File: src/rtl/entry_pwd_check_pkg.sv
// entry_pwd_check_pkg: shared state encodings and default sizing for the entry password check.
package entry_pwd_check_pkg;
    localparam int N_SLOTS     = 8;
    localparam int DIGIT_W     = 4;
    localparam int PWD_DIGITS  = 4;
    localparam int MAX_TRIES   = 3;
    localparam int LOCK_CYCLES = 16;
    localparam int TIMEOUT     = 64;
    typedef enum logic [1:0] {
        S_IDLE,
        S_GET_PWD,
        S_CHECK,
        S_LOCKOUT
    } state_t;
endpackage

File: src/rtl/entry_pwd_check_pwd_store.sv
// entry_pwd_check_pwd_store: per-flat password words with reset-cleared programmed bits.
module entry_pwd_check_pwd_store #(
    parameter int N     = 8,
    parameter int PWD_W = 16
) (
    input  logic             clk,
    input  logic             rst,
    input  logic             we,
    input  logic [N:0]       wflat,
    input  logic [PWD_W-1:0] wpwd,
    input  logic [N:0]       rflat,
    output logic [PWD_W-1:0] rd_pwd,
    output logic             rd_prog
);
    logic [PWD_W-1:0] r_pwd [N];
    logic [N-1:0]     r_prog;
    // Words carry no reset; only the programmed bits gate whether a word is trusted.
    always_ff @(posedge clk)
        for (int i = 0; i < N; i++)
            if (we && wflat == (N+1)'(i + 1))
                r_pwd[i] <= wpwd;
    always_ff @(posedge clk or posedge rst)
        if (rst)
            r_prog <= '0;
        else
            for (int i = 0; i < N; i++)
                if (we && wflat == (N+1)'(i + 1))
                    r_prog[i] <= 1'b1;
    always_comb begin
        rd_pwd  = '0;
        rd_prog = 1'b0;
        for (int i = 0; i < N; i++)
            if (rflat == (N+1)'(i + 1)) begin
                rd_pwd  = r_pwd[i];
                rd_prog = r_prog[i];
            end
    end
endmodule

File: src/rtl/entry_pwd_check.sv
// entry_pwd_check: serial keypad password check per flat with retry limit, lockout and entry timeout.
module entry_pwd_check
    import entry_pwd_check_pkg::*;
#(
    parameter int N           = N_SLOTS,
    parameter int PWD_DIGITS  = entry_pwd_check_pkg::PWD_DIGITS,
    parameter int MAX_TRIES   = entry_pwd_check_pkg::MAX_TRIES,
    parameter int LOCK_CYCLES = entry_pwd_check_pkg::LOCK_CYCLES,
    parameter int TIMEOUT     = entry_pwd_check_pkg::TIMEOUT
) (
    input  logic                          clk,
    input  logic                          rst,
    input  logic                          flat_valid,
    input  logic [N:0]                    flat_in,
    input  logic                          key_valid,
    input  logic [DIGIT_W-1:0]            key_digit,
    input  logic                          key_enter,
    input  logic                          cfg_we,
    input  logic [N:0]                    cfg_flat,
    input  logic [DIGIT_W*PWD_DIGITS-1:0] cfg_pwd,
    output logic                          out_valid,
    output logic                          pwd_flag,
    output logic [N:0]                    flat_number,
    output logic                          bad_attempt,
    output logic                          bad_flat,
    output logic                          locked,
    output logic                          ready
);
    localparam int PWD_W  = DIGIT_W * PWD_DIGITS;
    localparam int DCNT_W = $clog2(PWD_DIGITS + 2);
    localparam int TRY_W  = $clog2(MAX_TRIES + 1);
    localparam int TMR_W  = $clog2(TIMEOUT + 1);
    localparam int LCK_W  = $clog2(LOCK_CYCLES + 1);

    state_t             r_state;
    logic [N:0]         r_flat;
    logic [PWD_W-1:0]   r_shift;
    logic [DCNT_W-1:0]  r_dcnt;
    logic [TRY_W-1:0]   r_tries;
    logic [TMR_W-1:0]   r_timer;
    logic [LCK_W-1:0]   r_lock_cnt;
    logic [PWD_W-1:0]   w_rd_pwd;
    logic               w_rd_prog;
    logic               w_flat_ok;
    logic               w_digit_ok;
    logic               w_match;
    logic               w_last_try;

    entry_pwd_check_pwd_store #(.N(N), .PWD_W(PWD_W)) u_store (
        .clk     (clk),
        .rst     (rst),
        .we      (cfg_we),
        .wflat   (cfg_flat),
        .wpwd    (cfg_pwd),
        .rflat   (r_flat),
        .rd_pwd  (w_rd_pwd),
        .rd_prog (w_rd_prog)
    );

    assign w_flat_ok  = flat_in != '0 && flat_in <= (N+1)'(N);
    assign w_digit_ok = key_digit <= DIGIT_W'(9);
    // Digit count saturates past PWD_DIGITS so over-long entries can never match.
    assign w_match    = w_rd_prog && r_dcnt == DCNT_W'(PWD_DIGITS) && r_shift == w_rd_pwd;
    assign w_last_try = r_tries == TRY_W'(MAX_TRIES - 1);

    always_ff @(posedge clk or posedge rst)
        if (rst) begin
            r_state     <= S_IDLE;
            r_flat      <= '0;
            r_shift     <= '0;
            r_dcnt      <= '0;
            r_tries     <= '0;
            r_timer     <= '0;
            r_lock_cnt  <= '0;
            out_valid   <= 1'b0;
            pwd_flag    <= 1'b0;
            flat_number <= '0;
            bad_attempt <= 1'b0;
            bad_flat    <= 1'b0;
            locked      <= 1'b0;
            ready       <= 1'b1;
        end else begin
            out_valid   <= 1'b0;
            bad_attempt <= 1'b0;
            bad_flat    <= 1'b0;
            case (r_state)
                S_IDLE:
                    if (flat_valid) begin
                        if (w_flat_ok) begin
                            r_flat  <= flat_in;
                            r_shift <= '0;
                            r_dcnt  <= '0;
                            r_tries <= '0;
                            r_timer <= '0;
                            ready   <= 1'b0;
                            r_state <= S_GET_PWD;
                        end else
                            bad_flat <= 1'b1;
                    end
                S_GET_PWD:
                    if (key_enter)
                        r_state <= S_CHECK;
                    else if (key_valid && w_digit_ok) begin
                        r_shift <= {r_shift[PWD_W-DIGIT_W-1:0], key_digit};
                        r_dcnt  <= r_dcnt == DCNT_W'(PWD_DIGITS + 1) ? r_dcnt : r_dcnt + DCNT_W'(1);
                        r_timer <= '0;
                    end else if (r_timer == TMR_W'(TIMEOUT - 1)) begin
                        ready   <= 1'b1;
                        r_state <= S_IDLE;
                    end else
                        r_timer <= r_timer + TMR_W'(1);
                S_CHECK:
                    if (w_match) begin
                        out_valid   <= 1'b1;
                        pwd_flag    <= 1'b1;
                        flat_number <= r_flat;
                        ready       <= 1'b1;
                        r_state     <= S_IDLE;
                    end else if (w_last_try) begin
                        out_valid   <= 1'b1;
                        pwd_flag    <= 1'b0;
                        flat_number <= r_flat;
                        locked      <= 1'b1;
                        r_lock_cnt  <= '0;
                        r_state     <= S_LOCKOUT;
                    end else begin
                        bad_attempt <= 1'b1;
                        r_tries     <= r_tries + TRY_W'(1);
                        r_shift     <= '0;
                        r_dcnt      <= '0;
                        r_timer     <= '0;
                        r_state     <= S_GET_PWD;
                    end
                S_LOCKOUT:
                    if (r_lock_cnt == LCK_W'(LOCK_CYCLES - 1)) begin
                        locked  <= 1'b0;
                        ready   <= 1'b1;
                        r_state <= S_IDLE;
                    end else
                        r_lock_cnt <= r_lock_cnt + LCK_W'(1);
                default:
                    r_state <= S_IDLE;
            endcase
        end
endmodule

File: config.mk
export PLATFORM = sky130hd
export DESIGN_NAME = entry_pwd_check
export DESIGN_NICKNAME = d
export VERILOG_FILES = /design/src/rtl/entry_pwd_check_pkg.sv /design/src/rtl/entry_pwd_check_pwd_store.sv /design/src/rtl/entry_pwd_check.sv
export SDC_FILE = /design/constraint.sdc
export NUM_CORES = 1
export LEC_CHECK = 0
export CAP_MARGIN = 20
export CORE_ASPECT_RATIO = 0.8
export CORE_UTILIZATION = 40
export DETAILED_ROUTE_END_ITERATION = 12
export DONT_BUFFER_PORTS = 1
export MAX_ROUTING_LAYER = met4
export SLEW_MARGIN = 30
export SYNTH_ARGS = -nofsm -noshare
export SYNTH_HDL_FRONTEND = slang
export SYNTH_SLANG_ARGS = --single-unit
File: constraint.sdc
create_clock -name clk -period 3.4 [get_ports clk]
set_input_delay 0.34 -clock clk [delete_from_list [all_inputs] [get_ports clk]]
set_output_delay 0.34 -clock clk [all_outputs]
set_load 0.01 [all_outputs]
==> results.cfg, run 1 <==
[die]
die_h_microns = 136.6
fp.dieArea_sq_um = 23270
num_rows = 48
num_io_pins = 59
coreArea_sq_um = 21920
start_util = 0.4135
die_w_microns = 170.3

[synthesis]
syn_nets = 801
ys_async_sr_fraction = 0.3436
synth_area_sq_um = 9065
syn_inst = 750
synth_most_common_cell = edfxtp_1
synth-edff-count = 128
synth_common_cells = 128 x edfxtp_1, 66 x dfrtp_1, 63 x a21oi_1
yosysTopAreaCell = edfxtp_1
seq_area_frac_synth = 0.6091
ys_ff_latch = 195
syn_avg_cell_area_sq_um = 12.09
synthTopCellsByArea = edfxtp_1 42%, dfrtp_1 18%, a21oi_1 3.5%
yosysTopAreaCellShare = 0.4240
ys_warn_count = 0
synth_cell_types = 75
ys.flop_type = edfxtp_1

[timing]
fin_ws_ps = -96.45
layout_worst_path_cycle_share = 1.028
period_needed_ps = 3496
final-setup-viol-count = 9
tightest_slew_ps = 681.4
max_slew_margin = 0.5457
slew_violations = 0
finClkSkew_ps = 11.98
grt_setup_unrepaired = true
fin_setup_tns_ps = -776.7
finalHoldViolCount = 0
fmax_mhz = 286.0

[setup_path]
cp_slowest_stage_delay_ps = 590
worstSetupPathType = flop to flop
slowest_stage = or4_4
cp_cell_sequence = or4_4 > or2_4 > buf_12 > o211a_1 > nor4_2 > buf_4 > o2111ai_2 > or3_4 > a21o_4 > buf_12 > mux2_4
cp_num_buf_inv = 3
crit_path_max_fanout = 11
start_kind = flop
cp.required_ps = 3720
crit_top_cell = buf_12
worst_ep_arrival_time_ps = 3820
cp-end-kind = flop
critPathTopFamily = simple AND/OR/NAND/NOR gates

[clocking]
numCtsBuffers = 17
htreeDepth = 4
cts-root-buf = clkbuf_16
clkTransAtPathRegs_ps = 70
cts.sinks = 195
clk_latency_ps = 440
cts_tree = done
cts_buffer_depth = 2

[placement]
gp_congestion = 0.9136
hpwl_microns = 17000
io_buffer_count = 0
dp_cells = 1096
pre_cts_ws_ps = -411.8

[final_layout]
final_cells = 1153
n_antenna_cell = 0
fill_cells = 1948
drive_gt1_frac = 0.2579
final_nets = 891
area_growth_syn_to_layout_pct = 22.33
fin_util = 0.5059

[detailed_routing]
detail-route-antenna-nets = 0
drt_iter0_drc = 581
drt-pass1-iter-count = 5
viasPerCell = 5.795
drc = 0
drt-total-wl_microns = 24290
num_vias = 6682
wl_per_cell_microns = 21.07

[outcome]
status = complete, but fails checks
violations = setup timing

[pwr]
leakagePower_uw = 0.004144
powerDensity_nw_per_um2 = 590.5
total_power_uw = 6548
peakVddDrop_mv = 0.3574

[global_routing]
grt_pass1_wl_microns = 37360
grt.total_usage = 0.2232
gr-total-overflow = 0
antenna_found_initial = 0
grt_pass1_vias = 6517
grt_max_degree = 54

[hold_path]
holdCritPathClass = primary input to flop

[flow_run]
cap_violations = 0
state kept, by name (all words and copies together), names as in the netlist, 2 cells and up:
| register | count |
|---|---|
| r_state | 2 |
| r_tries | 2 |
| r_dcnt | 3 |
| r_timer | 7 |
| r_lock_cnt | 5 |
| u_store.r_pwd | 128 |
| u_store.r_prog | 8 |
| flat_number | 9 |
| r_flat | 9 |
| r_shift | 16 |
final cells by class:
class	instances	area, sq um	area share
Sequential cell	195	5527	0.4984
Tap cell	300	375.4	0.03385
Multi-Input combinational cell	488	3462	0.3122
Inverter	20	81.33	0.007334
Clock buffer	17	425.4	0.03836
Clock inverter	15	150.1	0.01354
Timing Repair Buffer	118	1069	0.09636
repair_timing:
item | in CTS | in global routing
resized for setup | 35 | 14
endpoints found under the hold margin | 179 | 0
buffers inserted | 7 | 0
pin swaps | 8 | 3
endpoints found under the setup margin | 47 | 29
hold buffers | 17 | 0
cloned | 1 | 0
final timing paths:
kind | from | slack, ps | cells after the start | end
setup / recovery | r_flat[7]$_DFFE_PP0P_ | -100 | 11 | flat_number[0]$_DFFE_PP0P_
hold reg to reg | u_store.r_prog[6]$_DFFE_PP0P_ | 470 | 1 | u_store.r_prog[6]$_DFFE_PP0P_
min in group asynchronous | rst | 490 | 2 | bad_attempt$_DFF_PP0_
hold / removal | key_digit[0] | 40 | 2 | r_shift[0]$_DFFE_PP0P_
setup reg to reg | r_flat[7]$_DFFE_PP0P_ | -100 | 11 | flat_number[0]$_DFFE_PP0P_
max in group asynchronous | rst | 2210 | 3 | r_dcnt[2]$_DFFE_PP0P_
stage by stage:
stage | area [sq um] | hold slack, ps
after floorplan | 9065 | 432.4
after global placement | 10060 | 439.2
after detailed placement | 10060 | 368.4
after CTS | 11040 | 21.47
after global routing | 11090 | 42.73
final | 11090 | 41.16
where the power goes:
group / total [uW] / internal (uW) / leakage [uW] / switching [uW]
logic: 1670 / 772 / 0.00182 / 900
clock network: 1980 / 1030 / 0.000279 / 949
registers: 2900 / 2670 / 0.00205 / 223
cell families after synthesis:
| kind of cell | after synthesis | share of synthesized area |
|---|---|---|
| XOR/XNOR | 2 | 0.001933 |
| adder cells (fa/ha/maj) | 7 | 0.009661 |
| multiplexers | 42 | 0.05466 |
| AO/OA/AOI/OAI | 221 | 0.1623 |
| flip-flops | 195 | 0.6091 |
| buffers and inverters | 67 | 0.03243 |
| AND/OR/NAND/NOR | 216 | 0.1299 |
per-layer routing:
| metal | vias up | global-route usage | wire [microns] |
|---|---|---|---|
| met2 | 194 | 0.3263 | 10970 |
| met4 | 0 | 0.06607 | 369 |
| met1 | 3388 | 0.3174 | 11740 |
| li1 | 3074 | - | - |
| met3 | 26 | 0.03904 | 1208 |
| met5 | - | - | 0 |
worst reg2reg max path: stages, from the launching register on:
cell and delay, ps:
dfrtp_1 390, or4_4 590, or2_4 330, buf_12 160, o211a_1 230, nor4_2 350
buf_4 170, o2111ai_2 100, or3_4 400, a21o_4 240, buf_12 140, mux2_4 290
cells in the final DEF, fill, tap and decap left out, types with 14 or more instances in the layout:
master	instances
o21ai_0	22
clkbuf_16	17
nand2b_1	14
a31oi_1	23
mux2_2	14
edfxtp_1	128
nor2_1	28
nand2_1	50
a21oi_1	62
nor3_1	14
mux2i_1	18
dfrtp_1	62
buf_4	89
a22oi_1	17
dlygate4sd3_1	17
inv_1	16
(Power assumes the default switching activity.)
==> inputs of run 2 (changes only) <==
- SKIP_CTS_REPAIR_TIMING: unset -> 1
==> run 2 against run 1 <==
The flow still finishes with violations (setup timing). Highest routed layer unchanged. Register-to-register slack got worse by 30 ps. Cell area fell by 0.43%. Sequential share of layout area increased by 0.21 points. Critical path type unchanged. Total power shrank 0.32%. Clock power hardly changed. Non-clock buffer count increased by 1. First-iteration DRC count increased by 9.3%. Largest cell class unchanged. Core utilization shrank 0.22 points. Clock skew is 0.93 ps lower.
==> results.cfg, run 2 (synthesis gave the netlist of run 1 again) <==
[final_layout]
largest_reg_flops = 128
largestRegisters = u_store.r_pwd (128), r_shift (16)
regMostFlops = u_store.r_pwd
drive_gt1_frac = 0.2494
final_nets = 892
area_growth_syn_to_layout_pct = 21.81
final_cell_mix = 128 x edfxtp_1, 92 x buf_4, 62 x a21oi_1, 62 x dfrtp_1, 50 x nand2_1
n_antenna_cell = 0
fill_cells = 1945
final_common_cell = edfxtp_1
seqCellArea_sq_um = 5527
final_cells = 1154
multi_input_area_sq_um = 3443
fin_area_sq_um = 11040

[die]
start_util = 0.4135
fp.dieArea_sq_um = 23270
num_io_pins = 59
die_h_microns = 136.6
num_rows = 48
die_w_microns = 170.3
coreArea_sq_um = 21920

[detailed_routing]
drc = 0
num_vias = 6675
viasPerCell = 5.784
drt_iter0_drc = 635
drt-pass1-iter-count = 5
drt-total-wl_microns = 24090
wl_per_cell_microns = 20.88
detail-route-antenna-nets = 0

[global_routing]
grt_pass1_wl_microns = 36490
antenna_found_initial = 0
grt_pass1_vias = 6304
grt.total_usage = 0.2183
grt_max_degree = 54
gr-total-overflow = 0

[setup_path]
cp-end-kind = flop
worst_ep_arrival_time_ps = 3850
start_kind = flop
cp.required_ps = 3720
r2r_slack_ps = -130
crit_path_max_fanout = 11
worstSetupPathType = flop to flop
reg2reg_depth = 14

[placement]
io_buffer_count = 0
pre_cts_ws_ps = -411.8
dp_cells = 1096
placedInstanceArea_sq_um = 10060
hpwl_microns = 17000
gp_congestion = 0.9136

[timing]
period_needed_ps = 3525
tightest_slew_ps = 675.6
max_slew_margin = 0.5496
slew_violations = 0
fmax_mhz = 283.7
grt_setup_unrepaired = true
finalHoldViolCount = 0
fin_ws_ps = -125.3
hold_ws_ps = 43.61
final-setup-viol-count = 9
layout_worst_path_cycle_share = 1.037
finClkSkew_ps = 11.06

[pwr]
combPwrFrac = 0.253
peakVddDrop_mv = 0.3317
powerDensity_nw_per_um2 = 591.1
switchingPower_uw = 2063
leakagePower_uw = 0.004127
sw_frac_of_total = 0.3161
total_power_uw = 6527
clockPowerShare = 0.303
pwr-share-seq = 0.444
power.internal_uw = 4464

[clocking]
cts_buffer_depth = 2
cts.sinks = 195
cts_tree = done
clkTransAtPathRegs_ps = 70
numCtsBuffers = 17
clk_latency_ps = 440
cts-root-buf = clkbuf_16
htreeDepth = 4

[hold_path]
holdPathStages = 2
holdCritPathClass = primary input to flop

[outcome]
violations = setup timing
status = complete, but fails checks

[flow_run]
cap_violations = 0
run 2: changes by cell type in the layout (fill, tap and decap cells not counted), moves of 2 or more:
| cell | change |
|---|---|
| buf_4 | +3 |
| o21ai_0 | +3 |
| o21ai_1 | -3 |
| a211oi_1 | +2 |
| a211oi_2 | -2 |
run 2: routing by layer:
metal,part of all wire,global-route usage,vias up
li1,-,-,3079
met1,0.48,0.3098,3358
met2,0.45,0.3192,218
met3,0.056,0.04164,20
met4,0.013,0.06006,0
met5,0,-,-
run 2: path summary, 6_finish.rpt:
kind	startpoint	end
max	r_flat[0]$_DFFE_PP0P_	flat_number[0]$_DFFE_PP0P_
min reg2reg	u_store.r_prog[6]$_DFFE_PP0P_	u_store.r_prog[6]$_DFFE_PP0P_
min in group asynchronous	rst	bad_attempt$_DFF_PP0_
max reg2reg	r_flat[0]$_DFFE_PP0P_	flat_number[0]$_DFFE_PP0P_
max in group asynchronous	rst	r_shift[9]$_DFFE_PP0P_
min	key_digit[0]	r_shift[0]$_DFFE_PP0P_
run 2: power groups by stage:
stage,Sequential (uW),Combinational [uW],Clock (uW)
3_3_place_gp,2930,1420,0
6_report,2900,1650,1980
3_5_place_dp,2940,1460,0
2_1_floorplan,2840,1010,0
4_1_cts,2890,1470,2000
5_1_grt,2920,1800,2090
run 2: through the flow:
| step | utilization | setup TNS, ps |
|---|---|---|
| detailed placement | 0.4591 | -7062 |
| finish | 0.5037 | -1047 |
| global route | 0.5037 | -1945 |
| CTS | 0.4853 | -8812 |
| floorplan | - | -911.2 |
| global placement | 0.4590 | -6773 |
run 2: cell type report:
type	instances	area share
Clock buffer	17	0.03853
Clock inverter	15	0.01360
Inverter	20	0.007026
Multi-Input combinational cell	488	0.3118
Sequential cell	195	0.5005
Tap cell	300	0.03399
Timing Repair Buffer	119	0.09450
run 2: worst max-delay path, stage by stage, from the launching register on:
cell and delay, ps:
dfrtp_2 480, buf_4 210, and2b_1 280, buf_4 140, a222oi_1 70, a211oi_1 300
buf_4 180, o2111ai_1 120, nor4_1 340, buf_4 170, nand2_1 80, or3_4 400
a21o_1 190, buf_12 150, mux2_4 290
==> inputs of run 3 (changes only) <==
- clock period: 3.4 -> 2.9 ns (I/O delays scaled with it)
==> run 3 against run 2 <==
The flow still finishes with violations (setup timing). Cell area up 1.5%. Routed wire length up 2.8%. Core utilization up 0.75 points. Fmax down 1.8%. Register-to-register slack worse by 570 ps. First-iteration DRC count down 8.5%. Sequential power up 16%. Via count up 1.6%. Clock-buffer cell count up 5. Critical path depth down 1. Critical endpoint is now flat_number[4]$_DFFE_PP0P_. Highest routed layer unchanged.
==> results.cfg, run 3 (synthesis gave the netlist of run 1 again) <==
[final_layout]
final_cells = 1179
largest_reg_flops = 128
fin_util = 0.5112
seqCellArea_sq_um = 5525
area_growth_syn_to_layout_pct = 23.62
final_cell_mix = 128 x edfxtp_1, 112 x buf_4, 63 x dfrtp_1, 61 x a21oi_1, 49 x nand2_1
multi_input_area_sq_um = 3426
n_antenna_cell = 0
drive_gt1_frac = 0.2594
regMostFlops = u_store.r_pwd
final_nets = 917
fill_cells = 1883
final_common_cell = edfxtp_1
largestRegisters = u_store.r_pwd (128), r_shift (16)

[timing]
fmax_mhz = 278.5
finalHoldViolCount = 0
tightest_slew_ps = 695.7
period_needed_ps = 3591
layout_worst_path_cycle_share = 1.238
fin_ws_ps = -690.6
finClkSkew_ps = 12.39
max_slew_margin = 0.5344
final-setup-viol-count = 49
slew_violations = 0
grt_setup_unrepaired = true

[setup_path]
reg2reg_depth = 13
worstSetupEndpoint = flat_number[4]$_DFFE_PP0P_
start_kind = flop
crit_path_max_fanout = 10
cp_num_buf_inv = 4
crit_top_cell = buf_12
cp.depth = 13
critPathTopFamily = simple AND/OR/NAND/NOR gates
slowest_stage = dfrtp_2
r2r_slack_ps = -690
worst_ep_arrival_time_ps = 3900
crit_start = r_flat[2]$_DFFE_PP0P_
worstSetupPathType = flop to flop
r2r-end = flat_number[4]$_DFFE_PP0P_
timing.rr.start = r_flat[2]$_DFFE_PP0P_
cp.required_ps = 3210
cp_slowest_stage_delay_ps = 450
cp-end-kind = flop
cp_cell_sequence = buf_12 > buf_12 > buf_4 > mux2i_1 > o211ai_1 > and3_1 > o2bb2ai_1 > a2111o_1 > or4_4 > or3_4 > a21o_1 > buf_12 > mux2_4

[clocking]
clkTransAtPathRegs_ps = 70
htreeDepth = 4
cts_tree = done
cts.sinks = 195
cts-root-buf = clkbuf_16
numCtsBuffers = 17
cts_buffer_depth = 2
clk_latency_ps = 430

[global_routing]
grt_max_degree = 50
grt.total_usage = 0.2268
grt_pass1_vias = 6744
gr-total-overflow = 0
grt_pass1_wl_microns = 38180
antenna_found_initial = 0

[detailed_routing]
num_vias = 6784
drt-total-wl_microns = 24780
drt-pass1-iter-count = 5
drt_iter0_drc = 581
viasPerCell = 5.754
drc = 0
detail-route-antenna-nets = 0
wl_per_cell_microns = 21.02

[outcome]
violations = setup timing
status = complete, but fails checks

[pwr]
leakagePower_uw = 0.004226
peakVddDrop_mv = 0.3236
powerDensity_nw_per_um2 = 685.1

[placement]
hpwl_microns = 17850
dp_cells = 1122
io_buffer_count = 0
gp_congestion = 0.8934

[die]
num_rows = 48
fp.dieArea_sq_um = 23270
num_io_pins = 59
coreArea_sq_um = 21920
die_w_microns = 170.3
die_h_microns = 136.6
start_util = 0.4135

[hold_path]
holdCritPathClass = primary input to flop

[flow_run]
cap_violations = 0
## run 3: cell count changes in the layout (fill, tap and decap cells not counted), moves of 2 or more
| cell | delta |
|---|---|
| dlygate4sd3_1 | +3 |
| clkbuf_1 | +4 |
| buf_4 | +20 |
| o21ai_0 | -2 |
| clkinv_4 | -2 |
| o21ai_2 | +3 |
| clkinv_2 | -2 |
| inv_6 | -2 |
## run 3: cell type report
cell class,count,area share
Clock buffer,22,0.04053
Clock inverter,10,0.009044
Inverter,20,0.006923
Multi-Input combinational cell,488,0.3057
Sequential cell,195,0.4931
Tap cell,300,0.03350
Timing Repair Buffer,144,0.1112
## run 3: metrics by stage
stage	power [uW]	hold WS, ps	setup TNS (ps)	setup WS [ps]	cell area (sq um)
final	7677	18.55	-21240	-690.6	11210
after global routing	8033	6.967	-29270	-818.6	11210
after CTS	7512	-159.7	-30380	-924.8	10810
after detailed placement	5266	297.3	-29680	-915.1	10250
after global placement	5189	389.3	-29900	-903.3	10250
after floorplan	4514	388.9	-12570	-601.2	9071
## run 3: worst min path at each step
stage            startpoint                             end  slack [ps]  depth (start not counted)
2_1_floorplan    cfg_pwd[0]   u_store.r_pwd[0][0]$_DFFE_PP_         390                          0
3_3_place_gp     cfg_pwd[9]  u_store.r_pwd[1][57]$_DFFE_PP_         390                          0
3_5_place_dp            rst           bad_attempt$_DFF_PP0_         300                          1
4_1_cts                 rst           bad_attempt$_DFF_PP0_        -160                          1
5_1_grt        key_digit[0]          r_shift[0]$_DFFE_PP0P_           7                          2
6_report       key_digit[3]          r_shift[3]$_DFFE_PP0P_          20                          2
## run 3: routing by layer
layer	routed length, microns	vias to the layer above	track usage
li1	-	3131	-
met2	11450	195	0.3411
met4	240	0	0.04955
met5	0	-	-
met1	11740	3441	0.3161
met3	1346	17	0.04743
## run 3: report_power, final
group | total, uW | leakage, uW | internal (uW) | switching [uW]
Clock | 2260 | 0.000265 | 1220 | 1040
Sequential | 3350 | 0.00205 | 3140 | 214
Combinational | 2070 | 0.00191 | 940 | 1130
